### src/rtl/quad_angle_tracker_if.sv
// Bus bundle for quad_angle_tracker: control strobes, raw opto inputs and
// the registered position/revolution/status outputs.
interface quad_angle_tracker_if #(
    parameter int unsigned WIDTH     = 12,
    parameter int unsigned REV_WIDTH = 8
);
    logic                 PM;
    logic                 ZERO;
    logic                 ERR_CLR;
    logic                 OPTOA;
    logic                 OPTOB;
    logic [WIDTH-1:0]     Q;
    logic [REV_WIDTH-1:0] REV;
    logic                 DIR;
    logic                 STEP;
    logic                 ERR;

    // Controller side: drives strobes and encoder pins, reads results
    modport master (
        output PM, ZERO, ERR_CLR, OPTOA, OPTOB,
        input  Q, REV, DIR, STEP, ERR
    );

    // Tracker side
    modport slave (
        input  PM, ZERO, ERR_CLR, OPTOA, OPTOB,
        output Q, REV, DIR, STEP, ERR
    );
endinterface

### src/rtl/quad_angle_tracker.sv
// Quadrature angle tracker: synchronises OPTOA/OPTOB, decodes the Gray
// sequence (x4 or x1), keeps a wrap-around position Q, a signed revolution
// count REV, a direction flag, a one-cycle STEP pulse and a sticky ERR flag.
// Optional glitch filter on each synchronised channel: QUAD_GLITCH_FILTER_EN.
module quad_angle_tracker #(
    parameter int unsigned WIDTH          = 12,
    parameter int unsigned COUNTS_PER_REV = 1006,
    parameter int unsigned REV_WIDTH      = 8,
    parameter int unsigned MODE           = 4,
    parameter int unsigned SYNC_STAGES    = 2
`ifdef QUAD_GLITCH_FILTER_EN
    ,
    parameter int unsigned FILTER_CYCLES  = 4
`endif
) (
    input logic                 CLK,
    input logic                 RESET,
    quad_angle_tracker_if.slave qbus
);

    localparam logic [WIDTH-1:0] QMAX = WIDTH'(COUNTS_PER_REV - 1);

    typedef enum logic [1:0] {
        DEC_IDLE,
        DEC_CW,
        DEC_CCW,
        DEC_ILLEGAL
    } dec_t;

    logic [SYNC_STAGES-1:0] r_sync_a;
    logic [SYNC_STAGES-1:0] r_sync_b;
    logic [1:0]             w_sync_ab;
    logic [1:0]             w_src_ab;
    logic [1:0]             r_cur;
    logic [1:0]             r_prev;
    dec_t                   w_dec;
    logic                   w_count;
    logic [WIDTH-1:0]       r_q;
    logic [REV_WIDTH-1:0]   r_rev;
    logic                   r_dir;
    logic                   r_step;
    logic                   r_err;

    // Metastability shift chains for the asynchronous opto channels
    always_ff @(posedge CLK) begin
        r_sync_a <= {r_sync_a[SYNC_STAGES-2:0], qbus.OPTOA};
        r_sync_b <= {r_sync_b[SYNC_STAGES-2:0], qbus.OPTOB};
    end

    assign w_sync_ab = {r_sync_a[SYNC_STAGES-1], r_sync_b[SYNC_STAGES-1]};

`ifdef QUAD_GLITCH_FILTER_EN
    localparam int unsigned FCW = $clog2(FILTER_CYCLES + 1);

    logic [1:0]     r_filt;
    logic [FCW-1:0] r_fcnt [2];

    // Per-channel stability filter: a new level must persist FILTER_CYCLES clocks
    always_ff @(posedge CLK) begin
        for (int unsigned i = 0; i < 2; i++) begin
            if (RESET) begin
                r_fcnt[i] <= '0;
                r_filt[i] <= w_sync_ab[i];
            end else if (w_sync_ab[i] != r_filt[i]) begin
                if (r_fcnt[i] == FCW'(FILTER_CYCLES - 1)) begin
                    r_filt[i] <= w_sync_ab[i];
                    r_fcnt[i] <= '0;
                end else begin
                    r_fcnt[i] <= r_fcnt[i] + FCW'(1);
                end
            end else begin
                r_fcnt[i] <= '0;
            end
        end
    end

    assign w_src_ab = r_filt;
`else
    assign w_src_ab = w_sync_ab;
`endif

    // Classify the prev->cur transition of the Gray pair (AB)
    always_comb begin
        w_dec = DEC_IDLE;
        case ({r_prev, r_cur})
            4'b00_10, 4'b10_11, 4'b11_01, 4'b01_00: w_dec = DEC_CW;
            4'b10_00, 4'b11_10, 4'b01_11, 4'b00_01: w_dec = DEC_CCW;
            4'b00_11, 4'b11_00, 4'b10_01, 4'b01_10: w_dec = DEC_ILLEGAL;
            default:                                w_dec = DEC_IDLE;
        endcase
    end

    // x1 mode only counts the steps that land on AB=00
    assign w_count = ((w_dec == DEC_CW) || (w_dec == DEC_CCW)) &&
                     ((MODE != 1) || (r_cur == 2'b00));

    // Decoder registers, position/revolution counters and status flags
    always_ff @(posedge CLK) begin
        if (RESET) begin
            r_cur  <= w_src_ab;
            r_prev <= w_src_ab;
            r_q    <= '0;
            r_rev  <= '0;
            r_dir  <= 1'b1;
            r_step <= 1'b0;
            r_err  <= 1'b0;
        end else begin
            r_cur  <= w_src_ab;
            r_prev <= r_cur;
            r_step <= 1'b0;

            if (w_dec == DEC_ILLEGAL) begin
                r_err <= 1'b1;
            end else if (qbus.ERR_CLR) begin
                r_err <= 1'b0;
            end

            if (qbus.ZERO) begin
                r_q   <= '0;
                r_rev <= '0;
            end else if (qbus.PM && w_count) begin
                r_step <= 1'b1;
                r_dir  <= (w_dec == DEC_CW);
                if (w_dec == DEC_CW) begin
                    if (r_q == QMAX) begin
                        r_q   <= '0;
                        r_rev <= r_rev + REV_WIDTH'(1);
                    end else begin
                        r_q <= r_q + WIDTH'(1);
                    end
                end else begin
                    if (r_q == '0) begin
                        r_q   <= QMAX;
                        r_rev <= r_rev - REV_WIDTH'(1);
                    end else begin
                        r_q <= r_q - WIDTH'(1);
                    end
                end
            end
        end
    end

    assign qbus.Q    = r_q;
    assign qbus.REV  = r_rev;
    assign qbus.DIR  = r_dir;
    assign qbus.STEP = r_step;
    assign qbus.ERR  = r_err;

endmodule

### src/flat_wrapper.sv
// flat-port wrapper written by rule: the top's interface ports become plain ports
module quad_angle_tracker_flat 
#(
    parameter int unsigned WIDTH          = 12,
    parameter int unsigned COUNTS_PER_REV = 1006,
    parameter int unsigned REV_WIDTH      = 8,
    parameter int unsigned MODE           = 4,
    parameter int unsigned SYNC_STAGES    = 2

)
  (CLK, RESET, qbus_PM, qbus_ZERO, qbus_ERR_CLR, qbus_OPTOA, qbus_OPTOB, qbus_Q, qbus_REV, qbus_DIR, qbus_STEP, qbus_ERR);
  quad_angle_tracker_if #(.WIDTH(WIDTH), .REV_WIDTH(REV_WIDTH)) qbus_i ();
  input logic CLK;
  input logic RESET;
  input wire logic [$bits(qbus_i.PM)-1:0] qbus_PM;
  input wire logic [$bits(qbus_i.ZERO)-1:0] qbus_ZERO;
  input wire logic [$bits(qbus_i.ERR_CLR)-1:0] qbus_ERR_CLR;
  input wire logic [$bits(qbus_i.OPTOA)-1:0] qbus_OPTOA;
  input wire logic [$bits(qbus_i.OPTOB)-1:0] qbus_OPTOB;
  output wire logic [$bits(qbus_i.Q)-1:0] qbus_Q;
  output wire logic [$bits(qbus_i.REV)-1:0] qbus_REV;
  output wire logic [$bits(qbus_i.DIR)-1:0] qbus_DIR;
  output wire logic [$bits(qbus_i.STEP)-1:0] qbus_STEP;
  output wire logic [$bits(qbus_i.ERR)-1:0] qbus_ERR;
  assign qbus_i.PM = qbus_PM;
  assign qbus_i.ZERO = qbus_ZERO;
  assign qbus_i.ERR_CLR = qbus_ERR_CLR;
  assign qbus_i.OPTOA = qbus_OPTOA;
  assign qbus_i.OPTOB = qbus_OPTOB;
  assign qbus_Q = qbus_i.Q;
  assign qbus_REV = qbus_i.REV;
  assign qbus_DIR = qbus_i.DIR;
  assign qbus_STEP = qbus_i.STEP;
  assign qbus_ERR = qbus_i.ERR;
  quad_angle_tracker #(.WIDTH(WIDTH), .COUNTS_PER_REV(COUNTS_PER_REV), .REV_WIDTH(REV_WIDTH), .MODE(MODE), .SYNC_STAGES(SYNC_STAGES)) u_core (.CLK(CLK), .RESET(RESET), .qbus(qbus_i));
endmodule
### config.mk
export PLATFORM = sky130hd
export DESIGN_NAME = quad_angle_tracker_flat
export DESIGN_NICKNAME = d
export VERILOG_FILES = /design/src/rtl/quad_angle_tracker_if.sv /design/src/rtl/quad_angle_tracker.sv /design/src/flat_wrapper.sv
export SDC_FILE = /design/constraint.sdc
export NUM_CORES = 1
export LEC_CHECK = 0
export CAP_MARGIN = 25
export CORE_MARGIN = 10
export CORE_UTILIZATION = 45
export CTS_CLUSTER_DIAMETER = 40
export DETAILED_ROUTE_END_ITERATION = 6
export HOLD_SLACK_MARGIN = 0.03
export PLACE_DENSITY = 0.68
export SLEW_MARGIN = 20
export SYNTH_ARGS = -nofsm -noshare
export SYNTH_HDL_FRONTEND = slang
export SYNTH_SLANG_ARGS = --single-unit
### constraint.sdc
create_clock -name CLK -period 5.45 [get_ports CLK]
set_input_delay 1.635 -clock CLK [delete_from_list [all_inputs] [get_ports CLK]]
set_output_delay 1.635 -clock CLK [all_outputs]
set_load 0.01 [all_outputs]
=== Word level (Yosys, flattened, before mapping) ===
Memories as Yosys holds them, arrays and structs flattened. A register that Yosys moved wholly into a read port is not among the register bits.
Cells that the tools add are included.

* Bits in registers: 29
* Memory bits (read-only): 32
* Bits of input ports: 7
* Output and inout port bits: 23
* Logic and storage cells: 37
* Memories kept: 1

{| class="wikitable"
|+ Memory list
! memory !! depth !! bits a word !! read ports !! clocked after Yosys merged registers in !! write ports !! RTL line !! text
|-
| (name not given) || 16 || 2 || 1 || 1 || 0 || quad_angle_tracker.sv:85 || <nowiki>case ({r_prev, r_cur})</nowiki>
|}

* Add/subtract/negate cells: 4
* Eq/ne operators: 5
* Mux-type cells: 10
* Bitwise operators: 1
* Reduce and logical (&&, ||, !) cells: 8

{| class="wikitable"
|+ Operators by type and width
! cell !! count
|-
| $mux W12 || 3
|-
| $mux W8 || 3
|-
| $add A12 B1 Y12 const B || 1
|-
| $eq A12 B10 Y1 const B || 1
|-
| $logic_not A12 Y1 || 1
|-
| $sub A12 B1 Y12 const B || 1
|-
| $add A8 B1 Y8 const B || 1
|-
| $sub A8 B1 Y8 const B || 1
|-
| $eq A2 B2 Y1 const B || 2
|-
| $reduce_bool A2 Y1 || 2
|-
| $mux W1 || 3
|-
| $reduce_and A3 Y1 || 1
|-
| $eq A2 B1 Y1 const B || 1
|-
| $mux W2 || 1
|-
| $ne A2 B2 Y1 const B || 1
|-
| $reduce_and A2 Y1 || 1
|-
| $reduce_or A2 Y1 || 1
|-
| $logic_and A1 B1 Y1 || 1
|-
| $logic_or A1 B1 Y1 || 1
|-
| $not A1 Y1 || 1
|}

=== Longest topological paths before layout ===
Gate-level depths: netlist of the first run.

* Depth after elaboration: 4
* Gate-level depth with buffers: 9
* Mapped depth without buffers: 9

=== Worst setup path before layout of the first run ===
OpenSTA, ideal clock, no wires.

* Path kind: input port to flip-flop
* Start point: input qbus_PM
* End point: register u_core.r_rev[7], in the netlist u_core.qbus.REV[7]
* Setup time: 0.059 ns
* Arrival: 2.783 ns
* Data required time: 5.391 ns
* Setup slack: 2.608 ns
* Stages: 5
* Buffers on the path: 0
* Cells stage by stage: nor2b_1 -> nand2_1 -> or4_1 -> a211o_1 -> nand2_1

* Word-level cells in the longest chain between the ends: 2

{| class="wikitable"
|+ Ends and longest elaborated chain
! item !! RTL line !! text
|-
| start: declaration || flat_wrapper.sv:15 || <nowiki>input wire logic [$bits(qbus_i.PM)-1:0] qbus_PM;</nowiki>
|-
| $logic_and A1 B1 Y1 || quad_angle_tracker.sv:121 || <nowiki>end else if (qbus.PM && w_count) begin</nowiki>
|-
| $reduce_and A3 Y1 (no line) || -- ||
|-
| end signal: assignment || quad_angle_tracker.sv:127 || <nowiki>r_rev <= r_rev + REV_WIDTH'(1);</nowiki>
|-
| end signal: assignment || quad_angle_tracker.sv:134 || <nowiki>r_rev <= r_rev - REV_WIDTH'(1);</nowiki>
|-
| end: declaration || quad_angle_tracker.sv:39 || <nowiki>logic [REV_WIDTH-1:0] r_rev;</nowiki>
|}

Every way passes these cells.
A chain may end at the register's enable or synchronous reset.

=== Worst setup path after layout of the first run ===
Same ends and word-level chain as after synthesis.

==> metrics, run 1 <==
Synth area leader dfxtp_1; Mapped Nets 286; Vias/cell approximately 6; synth-to-layout area growth 17.2%; sequential element share of the synthesized area around 29%; Syn Area/Cell 8.06 sq um; Ant. Diodes 0; # IOs 30; RSZ-0062 raised after global routing no; Filler cells ~450; post-route ant nets 0; FFs w/ async S/R, synth 0%; num rows 25; die width 89.0 um; GRT Resource Usage Total 14.9%; Post-CTS Setup Bufs 0; Num CTS Buffers 5; Post-DP HPWL 3880 um; DRC marker count from the first detailed-route iteration 194; Clk Latency, worst-skew pair 0.29 ns; crit-path max FO 12; status complete, no violations; DR vias 2042; Reg clk slew, reported paths 0.06 ns; layout cells sized above 1 8.36%; Final Critical Period 3.28 ns; Psw 204 uW; most common cell after layout, fill and taps aside dfxtp_1; Comb pwr share 28.3%; 1st-pass router iterations 4; initial antenna violation count 0; Cell variety after synth 60; Max Clk Rate 305 MHz; Syn Inst Count about 270; initial cell density of the core 46.0%; Final Skew approximately 0.0068 ns; vias in the first global route approximately 1900; Final GP Congestion 0.891; EDFF count, synth 0; Setup Crit Path Kind primary input to flop; Yosys top cell area share 29.0%; die area roughly 7900 sq um; Synth Register Bits 31; Mapped Area 2140 sq um; CP required about 5.7 ns; first-pass GRT wire length roughly 9400 um; Max Slew Vio Count 0; most frequent cells in the layout dfxtp_1, clkdlybuf4s50_1, a21oi_1; Clock H-tree levels 2; Die Y 89.0 um; hold_buf cts 0; Int Power about 400 uW; Sw Share 33.9%; worst-margin pin slew 0.879 ns; peak supply drop approximately 0.00016 V; Leak 0.000933 uW; PortBufs 29; Power Dens Cells 240 nW/um^2; Root Driver clkbuf_8; CTS tree done; Primary FF master, synth dfxtp_1; startpoint class of the critical path primary input; clock sinks 31; Post-Route Setup TNS 0 ns; final hold vios 0; DR WL/cell roughly 16 um; Final Cycle Share 60.1%; core area 4660 sq um; largest net degree at the start of global routing 24; fin util 53.9%; relative slew slack 41.4%; power share of the clock group a little under a third; Detailed Route WL 5440 um; Resized cells post-CTS 0; final setup violation count 0; DR DRC count 0; Final #Nets 306; Synth area leaders dfxtp_1, ha_1, a21oi_1; Yosys warnings 0; CP endpoint kind flop; Max-Cap Viols 0; clk buf depth 2; Flop pwr share a little over two fifths; CP arrival roughly 3.5 ns; Min-Delay Path Class flop to flop; grt ovf 0
## routing by layer
metal	GRT usage (%)	share of wire, %
met3	4.01	8.6
met5	0	0
met1	18.6	43
met2	23.4	47
met4	6.36	1.8
## logic make-up after synthesis
logic type | count (synthesis) | synth area share (%)
fa+ha+maj | 13 | 7.94
simple gates | 92 | 24.5
mux | 8 | 3.74
compound gates | 86 | 26.6
xor+xnor | 4 | 1.63
buf+inv | 32 | 6.60
flops | 31 | 29.0
## per-stage QoR
step / hold WS, ns / setup WS, ns / area [sq um] / power [uW] / instances
2_1_floorplan: 0.310 / 2.61 / 2140 / 384 / 266
3_3_place_gp: 0.310 / 1.91 / 2420 / 426 / 333
3_5_place_dp: 0.320 / 1.87 / 2420 / 426 / 333
4_1_cts: 0.336 / 2.18 / 2510 / 610 / 341
5_1_grt: 0.343 / 2.07 / 2510 / 641 / 341
6_report: 0.334 / 2.17 / 2510 / 604 / 341
## flip-flops by register name (all words and copies together), names as in the netlist
| name | count |
|---|---|
| u_core.r_sync_a | 2 |
| u_core.r_sync_b | 2 |
| u_core.qbus.Q | 12 |
| u_core.qbus.DIR | 1 |
| u_core.r_cur | 2 |
| u_core.qbus.STEP | 1 |
| u_core.qbus.REV | 8 |
| u_core.qbus.ERR | 1 |
| u_core.w_dec | 2 |
## cell type report
type                            count  area (sq um)  area share [%]
Multi-Input combinational cell    203          1380            55.0
Clock buffer                        5          68.8            2.74
Sequential cell                    31           621            24.7
Clock inverter                      3          20.0           0.797
Timing Repair Buffer               30           298            11.9
Inverter                           15          56.3            2.24
Tap cell                           54          67.6            2.69
## final timing paths
check,start,endpoint,slack (ns),cells past startpoint
min,u_core.r_sync_a[0],u_core.r_sync_a[1],0.33,0
min reg2reg,u_core.r_sync_a[0],u_core.r_sync_a[1],0.33,0
max reg2reg,u_core.w_dec[0],u_core.qbus.REV[6],2.71,8
max,qbus_PM,u_core.qbus.REV[7],2.17,7
## Yosys cell counts (2+ instances only)
library cell,number
dfxtp_1,31
a21oi_1,23
o21ai_0,22
nor2_1,20
nand2_1,19
inv_1,14
ha_1,12
clkbuf_1,11
nand4_1,9
mux2i_1,8
a31oi_1,6
nand3_1,5
and2_1,4
and3_1,4
nor2b_1,4
nor3_1,4
o21ai_1,4
xnor2_1,4
a211oi_2,3
a21o_1,3
and4_1,3
nor4_1,3
or3_1,3
or4_1,3
a211oi_1,2
buf_2,2
buf_6,2
nand2b_1,2
o21a_1,2
o31ai_1,2
o32ai_1,2
or2_2,2
## power by group through the flow
stage	Sequential (uW)	Combinational, uW	Clock (uW)
floorplan	252	132	0
global placement	256	170	0
detailed placement	256	170	0
CTS	251	171	188
global route	253	191	197
finish	251	171	182
## worst max-delay path: stages
cell             delay (ns)
clkdlybuf4s50_1        0.47
nor2b_1                0.12
buf_4                  0.18
nand2_1                0.20
or4_1                  0.55
a211o_1                0.30
nand2_1                0.05
Power figures use the tool's default switching activity.
==> run 2: changes to the inputs <==
Settings changed: PLACE_DENSITY 0.68 to 0.7.
Clock period 5.45 ns to 3 ns, I/O delays scaled along.
==> run 2 against run 1 <==
  * Die area is the same
  * Largest cell class unchanged
  * Sequential share of layout area shrank 0.51 points
  * Critical endpoint is now qbus_Q[2]
  * Worst hold slack lost 0.0059 ns
  * Non-clock buffer count grew 5
  * Setup slack lost 1.6 ns
  * Cell area grew 2.1%
  * Final cell count grew 1.5%
  * Total power grew 90%
==> metrics, run 2 (synthesized netlist as in run 1, its figures left out) <==
hold_buf cts 0 (unchanged); most common cell after layout, fill and taps aside dfxtp_1; Root Driver clkbuf_8; Vias/cell 6.03 (+0.73%); Post-Route Setup TNS 0 ns (unchanged); Die Y 89.0 um (unchanged); M3 GR Usage 4.01% (unchanged); final hold vios 0 (unchanged); CP arrival 1.53 ns (-1.98 ns); CTS tree done; status complete, no violations; CP endpoint kind primary output; crit-path max FO 15 (+3); startpoint class of the critical path flop; Crit path max-delay family buffers and inverters; PortBufs 29 (unchanged); largest net degree at the start of global routing 23 (-4.2%); worst-margin pin slew 0.541 ns (-0.338 ns); # IOs 30 (unchanged); Final Critical Period 2.43 ns; Ant. Diodes 0 (unchanged); Post-DP HPWL 4040 um (+4.1%); DR WL/cell 16.3 um (+2.0%); Max Clk Rate between 400 and 500 MHz; met2 Track Usage GR 24.7% (+1.3 points); Num CTS Buffers 5 (unchanged); Crit-path slowest cell clkdlybuf4s50_1; Comb pwr share 27.7% (-0.6 points); critical path cell sequence clkdlybuf4s50_1; DR DRC count 0 (unchanged); first-pass GRT wire length 9260 um (-1.1%); Leak 0.000966 uW (+3.6%); initial antenna violation count 0 (unchanged); Crit path buffers/inverters 1 (-1); Reg clk slew, reported paths 0.07 ns (about the same); vias in the first global route 1962 (+3.5%); Int Power 777 uW (+95%); grt peak-use layer met2; clock sinks 31 (unchanged); Max stage delay on crit path 0.63 ns (+0.08 ns); most frequent cells in the layout dfxtp_1, clkdlybuf4s50_1, a21oi_1; CP required 2.10 ns (-3.58 ns); Resized cells post-CTS 0 (unchanged); Power Dens Cells 448 nW/um^2 (+86%); final setup violation count 0 (unchanged); layout cells sized above 1 9.93% (+1.6 points); DR vias 2087 (+2.2%); RSZ-0062 raised after global routing no; Final Skew 0.00446 ns (-0.00230 ns); initial cell density of the core 46.0% (unchanged); Max-Cap Viols 0 (unchanged); Sw Share 32.3% (-1.5 points); DRC marker count from the first detailed-route iteration 126 (-35%); Min-Delay Path Class flop to flop; GR Util met1 16.8% (-1.8 points); design area 2560 sq um (+2.1%); pre-CTS setup slack 0.322 ns (-1.55 ns); peak supply drop 0.000216 V (+34%); Clock H-tree levels 2 (unchanged); synth-to-layout area growth 19.7%; Final WS setup 0.570 ns (-1.60 ns); Final #Nets 311 (+1.6%); post-route ant nets 0 (unchanged); max reg flops 12 (unchanged); relative slew slack 63.7% (+22 points); Post-CTS Setup Bufs 0 (unchanged); Final Cycle Share 81.0%; Flop pwr share 39.8% (-1.8 points); Clk Latency, worst-skew pair 0.28 ns (about the same); dpl cell area 2460 sq um (+1.5%); GRT Resource Usage Total 14.6% (-0.25 points); Max Slew Vio Count 0 (unchanged); Final GP Congestion 0.887 (-0.49%); 1st-pass router iterations 4 (unchanged); grt ovf 0 (unchanged); Filler cells 445 (-1.5%); power share of the clock group 32.5% (+2.4 points); Psw 371 uW (+81%); Detailed Route WL 5630 um (+3.5%); num rows 25 (unchanged); clk buf depth 2 (unchanged); die area 7920 sq um (unchanged); core area 4660 sq um (unchanged); Setup Crit Path Kind flop to primary output; die width 89.0 um (unchanged)
-- run 2: layout make-up --
cell class / instances / area [sq um] / share of cell area [%]
clock buffer: 7 / 96.3 / 3.76
tap: 54 / 67.6 / 2.63
sequential: 31 / 621 / 24.2
timing repair buffer: 35 / 335 / 13.1
inverter: 15 / 56.3 / 2.20
multi-input combinational: 203 / 1380 / 53.9
clock inverter: 1 / 7.51 / 0.293
-- run 2: stage by stage --
step	utilization (%)	cells	total power, uW	hold WS (ns)
6_report	55.0	346	1150	0.328
3_5_place_dp	52.8	338	780	0.312
3_3_place_gp	52.8	338	776	0.312
4_1_cts	55.0	346	1160	0.328
2_1_floorplan	-	266	698	0.310
5_1_grt	55.0	346	1210	0.349
-- run 2: final timing paths --
check                                         from  cells past startpoint                  to  slack [ns]
worst max-delay path              u_core.qbus.Q[2]                      1           qbus_Q[2]        0.57
worst max register to register    u_core.qbus.Q[0]                      6    u_core.qbus.Q[6]        0.67
worst min-delay path            u_core.r_sync_a[0]                      0  u_core.r_sync_a[1]        0.33
worst min register to register  u_core.r_sync_a[0]                      0  u_core.r_sync_a[1]        0.33
-- run 2: layer usage --
| layer | wire, um | vias up |
|---|---|---|
| met5 | 0 | - |
| met2 | 2550 | 83 |
| met3 | 428 | 15 |
| met4 | 146 | 0 |
| met1 | 2510 | 954 |
| li1 | - | 1035 |
-- run 2: power groups by stage --
stage	Combinational (uW)	Sequential [uW]	Clock (uW)
floorplan	240	459	0
global placement	311	465	0
detailed placement	315	466	0
CTS	317	456	387
global route	352	460	401
finish	318	456	373
==> run 3: changes to the inputs <==
Settings changed: PLACE_DENSITY 0.7 to 0.68.
Clock period 3 ns to 2.54 ns, I/O delays scaled along.
==> run 3 against run 2 <==
  * Worst hold slack improved by 0.0041 ns
  * Die area did not move
  * Critical path type unchanged
  * Clock power rose by 36%
  * Largest cell class unchanged
==> metrics, run 3 (synthesized netlist as in run 1, its figures left out) <==
crit-path max FO 11 (-4); layout cells sized above 1 12.0% (+2.1 points); most frequent cells in the layout dfxtp_1, clkdlybuf4s50_1, a21oi_1; worst-margin pin slew 0.553 ns (+0.0124 ns); post-route ant nets 0 (unchanged); die area 7920 sq um (unchanged); final hold vios 0 (unchanged); 1st-pass router iterations 5 (+1); Leak 0.00101 uW (+4.5%); critical path cell sequence clkdlybuf4s50_1; Crit path max-delay family buffers and inverters; Reg clk slew, reported paths 0.07 ns (about the same); initial antenna violation count 0 (unchanged); Max-Cap Viols 0 (unchanged); Setup Crit Path Kind flop to primary output; Max Slew Vio Count 0 (unchanged); Max stage delay on crit path 0.63 ns (about the same); CP required 1.78 ns (-0.32 ns); Clock H-tree levels 2 (unchanged); grt ovf 0 (unchanged); CP arrival 1.54 ns (about the same); CTS tree done; vias in the first global route 2073 (+5.7%); num rows 25 (unchanged); max reg flops 12 (unchanged); Final #Nets 318 (+2.3%); GRT Resource Usage Total 15.9% (+1.3 points); hold_buf cts 0 (unchanged); clock sinks 31 (unchanged); Resized cells post-CTS 0 (unchanged); FF-to-FF setup slack 0.28 ns (-0.39 ns); Final GP Congestion 0.917 (+3.4%); Filler cells 424 (-4.7%); DRC marker count from the first detailed-route iteration 228 (+81%); Post-Route Setup TNS 0 ns (unchanged); PortBufs 29 (unchanged); Root Driver clkbuf_8; Final Skew 0.00686 ns (+0.00240 ns); Ant. Diodes 0 (unchanged); Crit-path slowest cell clkdlybuf4s50_1; clk buf depth 2 (unchanged); CP endpoint kind primary output; Detailed Route WL 5870 um (+4.3%); Post-CTS Setup Bufs 0 (unchanged); Crit path buffers/inverters 1 (unchanged); startpoint class of the critical path flop; final setup violation count 0 (unchanged); Num CTS Buffers 5 (unchanged); Final Cycle Share 90.7%; Max Clk Rate between 400 and 500 MHz; Power Total 1440 uW (+25%); DR WL/cell 16.6 um (+2.2%); RSZ-0062 raised after global routing no; Final Critical Period 2.30 ns; die width 89.0 um (unchanged); Min-Delay Path Class flop to flop; # IOs 30 (unchanged); DR vias 2170 (+4.0%); Vias/cell 6.15 (+1.9%); Post-DP HPWL 4270 um (+5.7%); core area 4660 sq um (unchanged); Power Dens Cells 545 nW/um^2 (+22%); Clk Latency, worst-skew pair 0.29 ns (about the same); peak supply drop 0.000299 V (+38%); largest net degree at the start of global routing 23 (unchanged); Die Y 89.0 um (unchanged); relative slew slack 62.8% (-0.90 points); first-pass GRT wire length 10000 um (+8.3%); initial cell density of the core 46.0% (unchanged); most common cell after layout, fill and taps aside dfxtp_1; DR DRC count 0 (unchanged); synth-to-layout area growth 22.8%; status complete, no violations
run 3: changes by cell type in the layout (fill, tap and decap cells not counted):
cell        previous run  this run
buf_4                  6        13
bufinv_16              0         1
clkbuf_8               7         6
clkinv_2               0         1
clkinvlp_4             1         0
run 3: cell type report:
type | instances | area (sq um) | area share, %
Inverter | 15 | 56.3 | 2.14
Multi-Input combinational cell | 203 | 1380 | 52.5
Tap cell | 54 | 67.6 | 2.57
Clock buffer | 6 | 82.6 | 3.14
Clock inverter | 2 | 35.0 | 1.33
Timing Repair Buffer | 42 | 388 | 14.7
Sequential cell | 31 | 621 | 23.6
run 3: worst paths after layout:
path	depth (start not counted)	start	endpoint
setup reg to reg	6	u_core.qbus.Q[0]	u_core.qbus.Q[6]
setup / recovery	1	u_core.qbus.Q[4]	qbus_Q[4]
hold / removal	0	u_core.r_sync_a[0]	u_core.r_sync_a[1]
hold reg to reg	0	u_core.r_sync_a[0]	u_core.r_sync_a[1]
run 3: through the flow:
| step | std cells | area (sq um) | utilization, % | setup WS, ns | hold WS (ns) |
|---|---|---|---|---|---|
| 2_1_floorplan | 266 | 2140 | - | 0.571 | 0.310 |
| 3_3_place_gp | 345 | 2510 | 53.9 | 0.124 | 0.310 |
| 3_5_place_dp | 345 | 2510 | 53.9 | 0.0950 | 0.315 |
| 4_1_cts | 353 | 2630 | 56.5 | 0.238 | 0.335 |
| 5_1_grt | 353 | 2630 | 56.5 | 0.0657 | 0.355 |
| 6_report | 353 | 2630 | 56.5 | 0.237 | 0.332 |
run 3: power by group:
part / switching [uW] / total (uW) / internal [uW]
clock: 192 / 509 / 317
combinational: 217 / 388 / 171
sequential: 30.1 / 538 / 508
run 3: layer usage:
metal	part of all wire, %	global-route usage [%]	vias up
li1	-	-	1052
met1	41	19.4	994
met2	47	24.9	103
met3	9.0	4.19	21
met4	3.0	8.96	0
met5	0	0	-
